--- config.mk ---
export PLATFORM = sky130hd
export DESIGN_NAME = cam_line_streamer_flat
export DESIGN_NICKNAME = d
export VERILOG_FILES = /design/src/rtl/cam_line_streamer_if.sv /design/src/rtl/cam_line_streamer.sv /design/src/flat_wrapper.sv
export SDC_FILE = /design/constraint.sdc
export NUM_CORES = 1
export LEC_CHECK = 0
export BUFFER_PORTS_ARGS = -buffer_cell sky130_fd_sc_hd__buf_2
export CORE_ASPECT_RATIO = 0.8
export CORE_MARGIN = 2
export CORE_UTILIZATION = 30
export DETAILED_ROUTE_END_ITERATION = 7
export GPL_TIMING_DRIVEN = 0
export PLACE_DENSITY = 0.54
export SLEW_MARGIN = 0
export SYNTH_ARGS = -nofsm -noshare
export SYNTH_HDL_FRONTEND = slang
export SYNTH_SLANG_ARGS = --single-unit
--- constraint.sdc ---
create_clock -name clk -period 2.7 [get_ports clk]
set_input_delay 0.405 -clock clk [delete_from_list [all_inputs] [get_ports clk]]
set_output_delay 0.405 -clock clk [all_outputs]
set_load 0.01 [all_outputs]
--- src/rtl/cam_line_streamer_if.sv ---
// Camera pins plus UART TX/RX handshake seen by the line streamer.
// The slave side is the streamer; the master side drives the camera and UART.
interface cam_line_streamer_if #(
  parameter int DATA_W = 8
);
  logic [DATA_W-1:0] ybuss;
  logic              vsync;
  logic              href;
  logic              pclk;
  logic [DATA_W-1:0] tx_data;
  logic              new_tx_data;
  logic              tx_busy;
  logic [7:0]        rx_data;
  logic              new_rx_data;

  modport master (
    output ybuss, vsync, href, pclk, tx_busy, rx_data, new_rx_data,
    input  tx_data, new_tx_data
  );

  modport slave (
    input  ybuss, vsync, href, pclk, tx_busy, rx_data, new_rx_data,
    output tx_data, new_tx_data
  );
endinterface

--- src/rtl/cam_line_streamer.sv ---
// Camera-to-UART streamer: captures single pixels or whole lines into a FIFO
// and drains them to the UART, appending a 16-bit pixel count after each line.
module cam_line_streamer #(
  parameter int         DATA_W     = 8,
  parameter int         FIFO_DEPTH = 16,
  parameter int         MAX_PIXELS = 640,
  parameter logic [7:0] CMD_PIXEL  = 8'h68,
  parameter logic [7:0] CMD_LINE   = 8'h6C,
  parameter logic [7:0] CMD_ABORT  = 8'h78
) (
  input  logic                 clk,
  input  logic                 rst,
  cam_line_streamer_if.slave   bus,
  output logic                 busy_o,
  output logic                 overflow_o
);

  localparam int AW = $clog2(FIFO_DEPTH);

  typedef enum logic [2:0] {
    IDLE, PIXEL_WAIT, LINE_ARM, LINE_CAPTURE, DRAIN_ONLY, TRAILER_DRAIN
  } state_t;

  state_t            state_q;
  logic [2:0]        pclkSync_q, hrefSync_q, vsyncSync_q;
  logic [DATA_W-1:0] ybuss1_q, ybuss2_q;
  logic [DATA_W-1:0] mem_q [FIFO_DEPTH];
  logic [AW:0]       wrPtr_q, rdPtr_q;
  logic [15:0]       count_q;
  logic [1:0]        trailerIdx_q;
  logic [DATA_W-1:0] txData_q;
  logic              newTx_q;
  logic              overflow_q;

  logic              pixStrobe, hrefRise, hrefFall, vsyncRise;
  logic              isAbort, fifoEmpty, fifoFull, trailerSend;
  logic              txFire, pop, pushReq, pushOk, drop, capHit;
  logic [15:0]       countInc;
  logic [DATA_W-1:0] txData_d;

  // Bit 1 is the second synchroniser stage, bit 2 its previous value.
  assign pixStrobe = pclkSync_q[1] & ~pclkSync_q[2] & hrefSync_q[1];
  assign hrefRise  = hrefSync_q[1] & ~hrefSync_q[2];
  assign hrefFall  = ~hrefSync_q[1] & hrefSync_q[2];
  assign vsyncRise = vsyncSync_q[1] & ~vsyncSync_q[2];

  assign isAbort   = bus.new_rx_data && (bus.rx_data == CMD_ABORT) && (state_q != IDLE);
  assign fifoEmpty = (wrPtr_q == rdPtr_q);
  assign fifoFull  = (wrPtr_q[AW] != rdPtr_q[AW]) && (wrPtr_q[AW-1:0] == rdPtr_q[AW-1:0]);

  assign trailerSend = (state_q == TRAILER_DRAIN) && fifoEmpty && (trailerIdx_q != 2'd2);
  assign txFire      = (!fifoEmpty || trailerSend) && !bus.tx_busy && !newTx_q && !isAbort;
  assign pop         = txFire && !fifoEmpty;

  assign pushReq  = pixStrobe && ((state_q == PIXEL_WAIT) || (state_q == LINE_CAPTURE)) && !isAbort;
  assign pushOk   = pushReq && (!fifoFull || pop);
  assign drop     = pushReq && !pushOk;
  assign countInc = count_q + 16'd1;
  assign capHit   = (state_q == LINE_CAPTURE) && pushOk && (countInc == 16'(MAX_PIXELS));

  assign txData_d = !fifoEmpty ? mem_q[rdPtr_q[AW-1:0]] :
                    (trailerIdx_q == 2'd0) ? DATA_W'(count_q[15:8]) : DATA_W'(count_q[7:0]);

  always_ff @(posedge clk) begin
    if (pushOk) mem_q[wrPtr_q[AW-1:0]] <= ybuss2_q;
  end

  always_ff @(posedge clk) begin
    if (rst) begin
      state_q      <= IDLE;
      pclkSync_q   <= '0;
      hrefSync_q   <= '0;
      vsyncSync_q  <= '0;
      ybuss1_q     <= '0;
      ybuss2_q     <= '0;
      wrPtr_q      <= '0;
      rdPtr_q      <= '0;
      count_q      <= '0;
      trailerIdx_q <= '0;
      txData_q     <= '0;
      newTx_q      <= 1'b0;
      overflow_q   <= 1'b0;
    end else begin
      pclkSync_q  <= {pclkSync_q[1:0], bus.pclk};
      hrefSync_q  <= {hrefSync_q[1:0], bus.href};
      vsyncSync_q <= {vsyncSync_q[1:0], bus.vsync};
      ybuss1_q    <= bus.ybuss;
      ybuss2_q    <= ybuss1_q;

      newTx_q <= txFire;
      if (txFire) txData_q <= txData_d;
      if (pushOk) wrPtr_q <= wrPtr_q + 1'b1;
      if (pop)    rdPtr_q <= rdPtr_q + 1'b1;
      if (drop)   overflow_q <= 1'b1;

      case (state_q)
        IDLE: begin
          if (bus.new_rx_data && bus.rx_data == CMD_PIXEL) begin
            state_q <= PIXEL_WAIT;
          end else if (bus.new_rx_data && bus.rx_data == CMD_LINE) begin
            state_q      <= LINE_ARM;
            count_q      <= '0;
            trailerIdx_q <= '0;
            overflow_q   <= 1'b0;
          end
        end
        PIXEL_WAIT:   if (pushOk) state_q <= DRAIN_ONLY;
        LINE_ARM:     if (hrefRise) state_q <= LINE_CAPTURE;
        LINE_CAPTURE: begin
          if (pushOk) count_q <= countInc;
          if (hrefFall || vsyncRise || capHit) state_q <= TRAILER_DRAIN;
        end
        DRAIN_ONLY:   if (fifoEmpty && !newTx_q) state_q <= IDLE;
        TRAILER_DRAIN: begin
          if (trailerSend && txFire) trailerIdx_q <= trailerIdx_q + 2'd1;
          if (trailerIdx_q == 2'd2 && !newTx_q) state_q <= IDLE;
        end
        default: state_q <= IDLE;
      endcase

      // Abort wins over everything: flush the FIFO by snapping the read pointer.
      if (isAbort) begin
        state_q <= IDLE;
        rdPtr_q <= wrPtr_q;
      end
    end
  end

  assign bus.tx_data     = txData_q;
  assign bus.new_tx_data = newTx_q;
  assign busy_o          = (state_q != IDLE);
  assign overflow_o      = overflow_q;

endmodule

--- src/flat_wrapper.sv ---
// flat-port wrapper written by rule: the top's interface ports become plain ports
module cam_line_streamer_flat 
#(
  parameter int         DATA_W     = 8,
  parameter int         FIFO_DEPTH = 16,
  parameter int         MAX_PIXELS = 640,
  parameter logic [7:0] CMD_PIXEL  = 8'h68,
  parameter logic [7:0] CMD_LINE   = 8'h6C,
  parameter logic [7:0] CMD_ABORT  = 8'h78
)
  (clk, rst, busy_o, overflow_o, bus_ybuss, bus_vsync, bus_href, bus_pclk, bus_tx_busy, bus_rx_data, bus_new_rx_data, bus_tx_data, bus_new_tx_data);
  cam_line_streamer_if #(.DATA_W(DATA_W)) bus_i ();
  input  logic clk;
  input  logic rst;
  output logic busy_o;
  output logic overflow_o;
  input wire logic [$bits(bus_i.ybuss)-1:0] bus_ybuss;
  input wire logic [$bits(bus_i.vsync)-1:0] bus_vsync;
  input wire logic [$bits(bus_i.href)-1:0] bus_href;
  input wire logic [$bits(bus_i.pclk)-1:0] bus_pclk;
  input wire logic [$bits(bus_i.tx_busy)-1:0] bus_tx_busy;
  input wire logic [$bits(bus_i.rx_data)-1:0] bus_rx_data;
  input wire logic [$bits(bus_i.new_rx_data)-1:0] bus_new_rx_data;
  output wire logic [$bits(bus_i.tx_data)-1:0] bus_tx_data;
  output wire logic [$bits(bus_i.new_tx_data)-1:0] bus_new_tx_data;
  assign bus_i.ybuss = bus_ybuss;
  assign bus_i.vsync = bus_vsync;
  assign bus_i.href = bus_href;
  assign bus_i.pclk = bus_pclk;
  assign bus_i.tx_busy = bus_tx_busy;
  assign bus_i.rx_data = bus_rx_data;
  assign bus_i.new_rx_data = bus_new_rx_data;
  assign bus_tx_data = bus_i.tx_data;
  assign bus_new_tx_data = bus_i.new_tx_data;
  cam_line_streamer #(.DATA_W(DATA_W), .FIFO_DEPTH(FIFO_DEPTH), .MAX_PIXELS(MAX_PIXELS), .CMD_PIXEL(CMD_PIXEL), .CMD_LINE(CMD_LINE), .CMD_ABORT(CMD_ABORT)) u_core (.clk(clk), .rst(rst), .bus(bus_i), .busy_o(busy_o), .overflow_o(overflow_o));
endmodule
==> run_results.csv <==
group,metric,value,unit
global_routing,grt_first_pass_wirelength,29000,um
timing,worst_pin_slew,0.735,ns
power,ir_drop,0.438,mV
timing,max_freq,389,MHz
power,power,0.00570,W
clock_tree,cts-root-buf,"clkbuf_16",
power,leakagePower,3.07,nW
setup_path,slowest_delay,0.54,ns
outcome,status,"complete, no violations",
floorplanning,die_y,153,um
synth,synth-edff-count,128,
global_routing,antenna_found_initial,0,
setup_path,ff2ff_setup_slack,0.13,ns
global_routing,grt_remaining_overflow,0,
setup_path,crit_slowest_cell,"dfxtp_1",
setup_path,worstSetupPathType,"flip-flop to flip-flop",
setup_path,critPathMaxFanout,9,
synth,async_flop_share,0,%
timing,hold_viol_final,0,
timing,period_share,95.2,%
final_layout,diodes,0,
placement,globalplace.congestion,0.796,
placement,post-dp-hpwl,12800,um
route,antenna_left,0,
clock_tree,cts.path.max_buffers,2,
timing,slew_headroom,51.0,%
route,viasPerCell,4.82,
synth,synthFlopType,"edfxtp_1",
clock_tree,clock-sinks,198,
setup_path,cp_cell_sequence,"ha_1 > nand4_1 > nor2_2 > mux2i_1 > a211oi_2 > a41oi_1 > mux2_1",
setup_path,cp.required,3.03,ns
setup_path,cp-start-kind,"flip-flop",
final_layout,drive_gt1_share,22.2,%
synth,synth.yosys.seq_area_share,62.6,%
global_routing,grt_pass1_vias,4822,
final_layout,num-nets-final,687,
floorplanning,io_pins,34,
timing,setup_violations,0,
run,drv_cap,0,
hold_path,holdPathStages,2,
clock_tree,cts_tree,"built",
floorplanning,die_w,191,um
synth,synth.avg_cell_area,13.9,um2
placement,port_buffers,33,
clock_tree,htreeDepth,4,
route,vias,4979,
route,first_pass_iters,5,
route,drt_iter0_drc,509,
setup_path,rr_worst_depth,7,
synth,yosysWarnings,0,
synth,syn_inst,601,
hold_path,holdPathEnd,"u_core.ybuss1_q[3]",
setup_path,worstReg2RegEnd,"u_core.state_q[0]",
clock_tree,cts_made_buffers,17,
route,post-route-drc-count,0,
setup_path,timing.rr.start,"u_core.count_q[0]",
setup_path,arrival,2.90,ns
clock_tree,post_cts_buffers,0,
floorplanning,rows,54,
final_layout,n_fill_cell,2632,
final_layout,multi_input_area,2990,um2
clock_tree,clk_pin_slew,0.08,ns
global_routing,grt_max_degree,19,
timing,skew,0.0109,ns
global_routing,grtUsageTotal,13.2,%
final_layout,syn2layout_area_growth,15.3,%
synth,synth_cell_type_count,63,
final_layout,layout.cells.non_filler,1032,
placement,dp_cells,1000,
route,wl,18500,um
power,power_density,590,nW/um2
timing,drv_slew,0,
hold_path,hp-start,"bus_ybuss[3]",
floorplanning,dieArea,29300,um2
timing,min_period,2.57,ns
synth,netlist_area,8370,um2
route,avgRoutedWirePerCell,17.9,um
synth,ys_ff_latch,198,
timing,fin_tns_setup,0,ns
clock_tree,insertion_delay,0.44,ns
setup_path,crit_family,"compound AO/OA/AOI/OAI gates",
setup_path,worstPathBufferInverterCount,0,
setup_path,critPathCaptureType,"flip-flop",
floorplanning,core,27400,um2
hold_path,hold_path.class,"primary input to flip-flop",
floorplanning,start_util,30.6,%
final_layout,seqCellArea,5250,um2
synth,syn-num-nets,633,
layer usage:
layer / global-route usage (%) / share of wire [%] / up-vias
li1: - / - / 2379
met1: 21.2 / 54 / 2471
met2: 17.7 / 41 / 114
met3: 2.69 / 4.6 / 15
met4: 3.58 / 0.96 / 0
met5: 0 / 0 / -
state kept, by name, summed over array words and instances (netlist names), named ones only:
signal	count
u_core.mem_q	128
u_core.bus.tx_data	8
u_core.bus.new_tx_data	1
u_core.state_q	3
u_core.overflow_o	1
u_core.vsyncSync_q	3
u_core.count_q	16
u_core.trailerIdx_q	2
u_core.wrPtr_q	5
u_core.ybuss1_q	8
u_core.rdPtr_q	5
u_core.pclkSync_q	3
u_core.ybuss2_q	8
u_core.hrefSync_q	3
power breakdown:
part	leakage [nW]	internal [W]	switching [W]	total, W
Combinational	1.14	0.0000267	0.0000353	0.0000619
Sequential	1.66	0.00322	0.0000256	0.00325
Clock	0.264	0.00120	0.00119	0.00239
Total	3.07	0.00445	0.00125	0.00570
what timing repair did:
item,4_1_cts,5_1_grt
endpoints found under the setup margin,117,118
gates resized for setup,18,6
hold buffers,0,0
pin swaps,0,1
worst max-delay path by stage:
stage | from | to | slack, ns | depth (start not counted)
detailed placement | bus_tx_busy | u_core.mem_q[3][4] | -0.75 | 6
global placement | bus_tx_busy | u_core.mem_q[1][4] | -0.80 | 6
finish | u_core.count_q[0] | u_core.state_q[0] | 0.13 | 7
CTS | u_core.wrPtr_q[0] | u_core.mem_q[7][2] | 0.02 | 5
floorplan | bus_tx_busy | u_core.mem_q[3][0] | 0.28 | 5
global route | u_core.bus.new_tx_data | u_core.mem_q[4][2] | -0.004 | 5
worst register-to-register path, delay by kind of cell, from the launching register on:
family | cells | cell delay [ns]
adder cells (fa/ha/maj) | 1 | 0.34
AND/OR/NAND/NOR | 2 | 0.52
flip-flops | 1 | 0.54
multiplexers | 2 | 0.48
AO/OA/AOI/OAI | 2 | 0.58
cell type report:
type	instances	area share, %
sequential	198	54.3
multi-input combinational	359	31.0
tap	364	4.72
clock buffer	17	4.40
buffer	34	2.05
timing repair buffer	35	1.88
clock inverter	15	1.27
inverter	10	0.389
cells by family (layout without fill, tap and decap cells):
| logic type | Yosys count | after routing | synth area share, % |
|---|---|---|---|
| flops | 198 | 198 | 62.6 |
| mux | 66 | 66 | 12.8 |
| xor+xnor | 16 | 16 | 1.67 |
| simple gates | 182 | 182 | 11.7 |
| compound gates | 86 | 86 | 7.04 |
| buf+inv | 44 | 111 | 2.81 |
| fa+ha+maj | 9 | 9 | 1.34 |
cells in the final DEF (no fill, tap or decap), drive strengths merged, types with 3 or more instances in the layout:
master and instances:
a31oi 4, a21oi 30, dfxtp 70, nor2b 27, nor2 54, a211oi 9
xnor2 5, and3 4, clkinvlp 3, nand2b 6, mux4 33, and2 5
nand2 27, clkbuf 28, o21ai 16, edfxtp 128, mux2i 31, buf 58
or4 3, nand3 8, ha 9, nand4 9, xor2 11, or3 6
nor4 4, inv 17, nor3 14, clkinv 5, a211o 11
metrics by stage:
step | utilization [%] | hold WS (ns) | area, um2 | setup slack (ns)
floorplan | - | 0.414 | 8370 | 0.278
global placement | 32.9 | 0.418 | 8990 | -0.796
detailed placement | 33.0 | 0.426 | 9020 | -0.750
CTS | 35.2 | 0.149 | 9630 | 0.0211
global route | 35.3 | 0.165 | 9660 | -0.00364
finish | 35.3 | 0.172 | 9660 | 0.130
cells in the mapped netlist (6+ instances only):
library cell	instances	area [um2]
clkbuf_1	11	41.3
nor3_1	13	65.1
nand2_1	27	101
nor2_1	54	203
a21oi_1	30	150
a211o_1	10	87.6
nor2b_1	27	169
buf_2	8	40.0
or3_1	6	37.5
mux2i_1	31	310
dfxtp_1	70	1400
xor2_1	11	96.3
buf_6	6	67.6
nand2b_1	6	37.5
mux4_2	33	743
a211oi_1	7	52.6
inv_1	10	37.5
o21ai_0	15	75.1
ha_1	9	113
edfxtp_1	128	3840
nand3_1	8	40.0
nand4_1	9	56.3
Power figures use the tool's default switching activity.
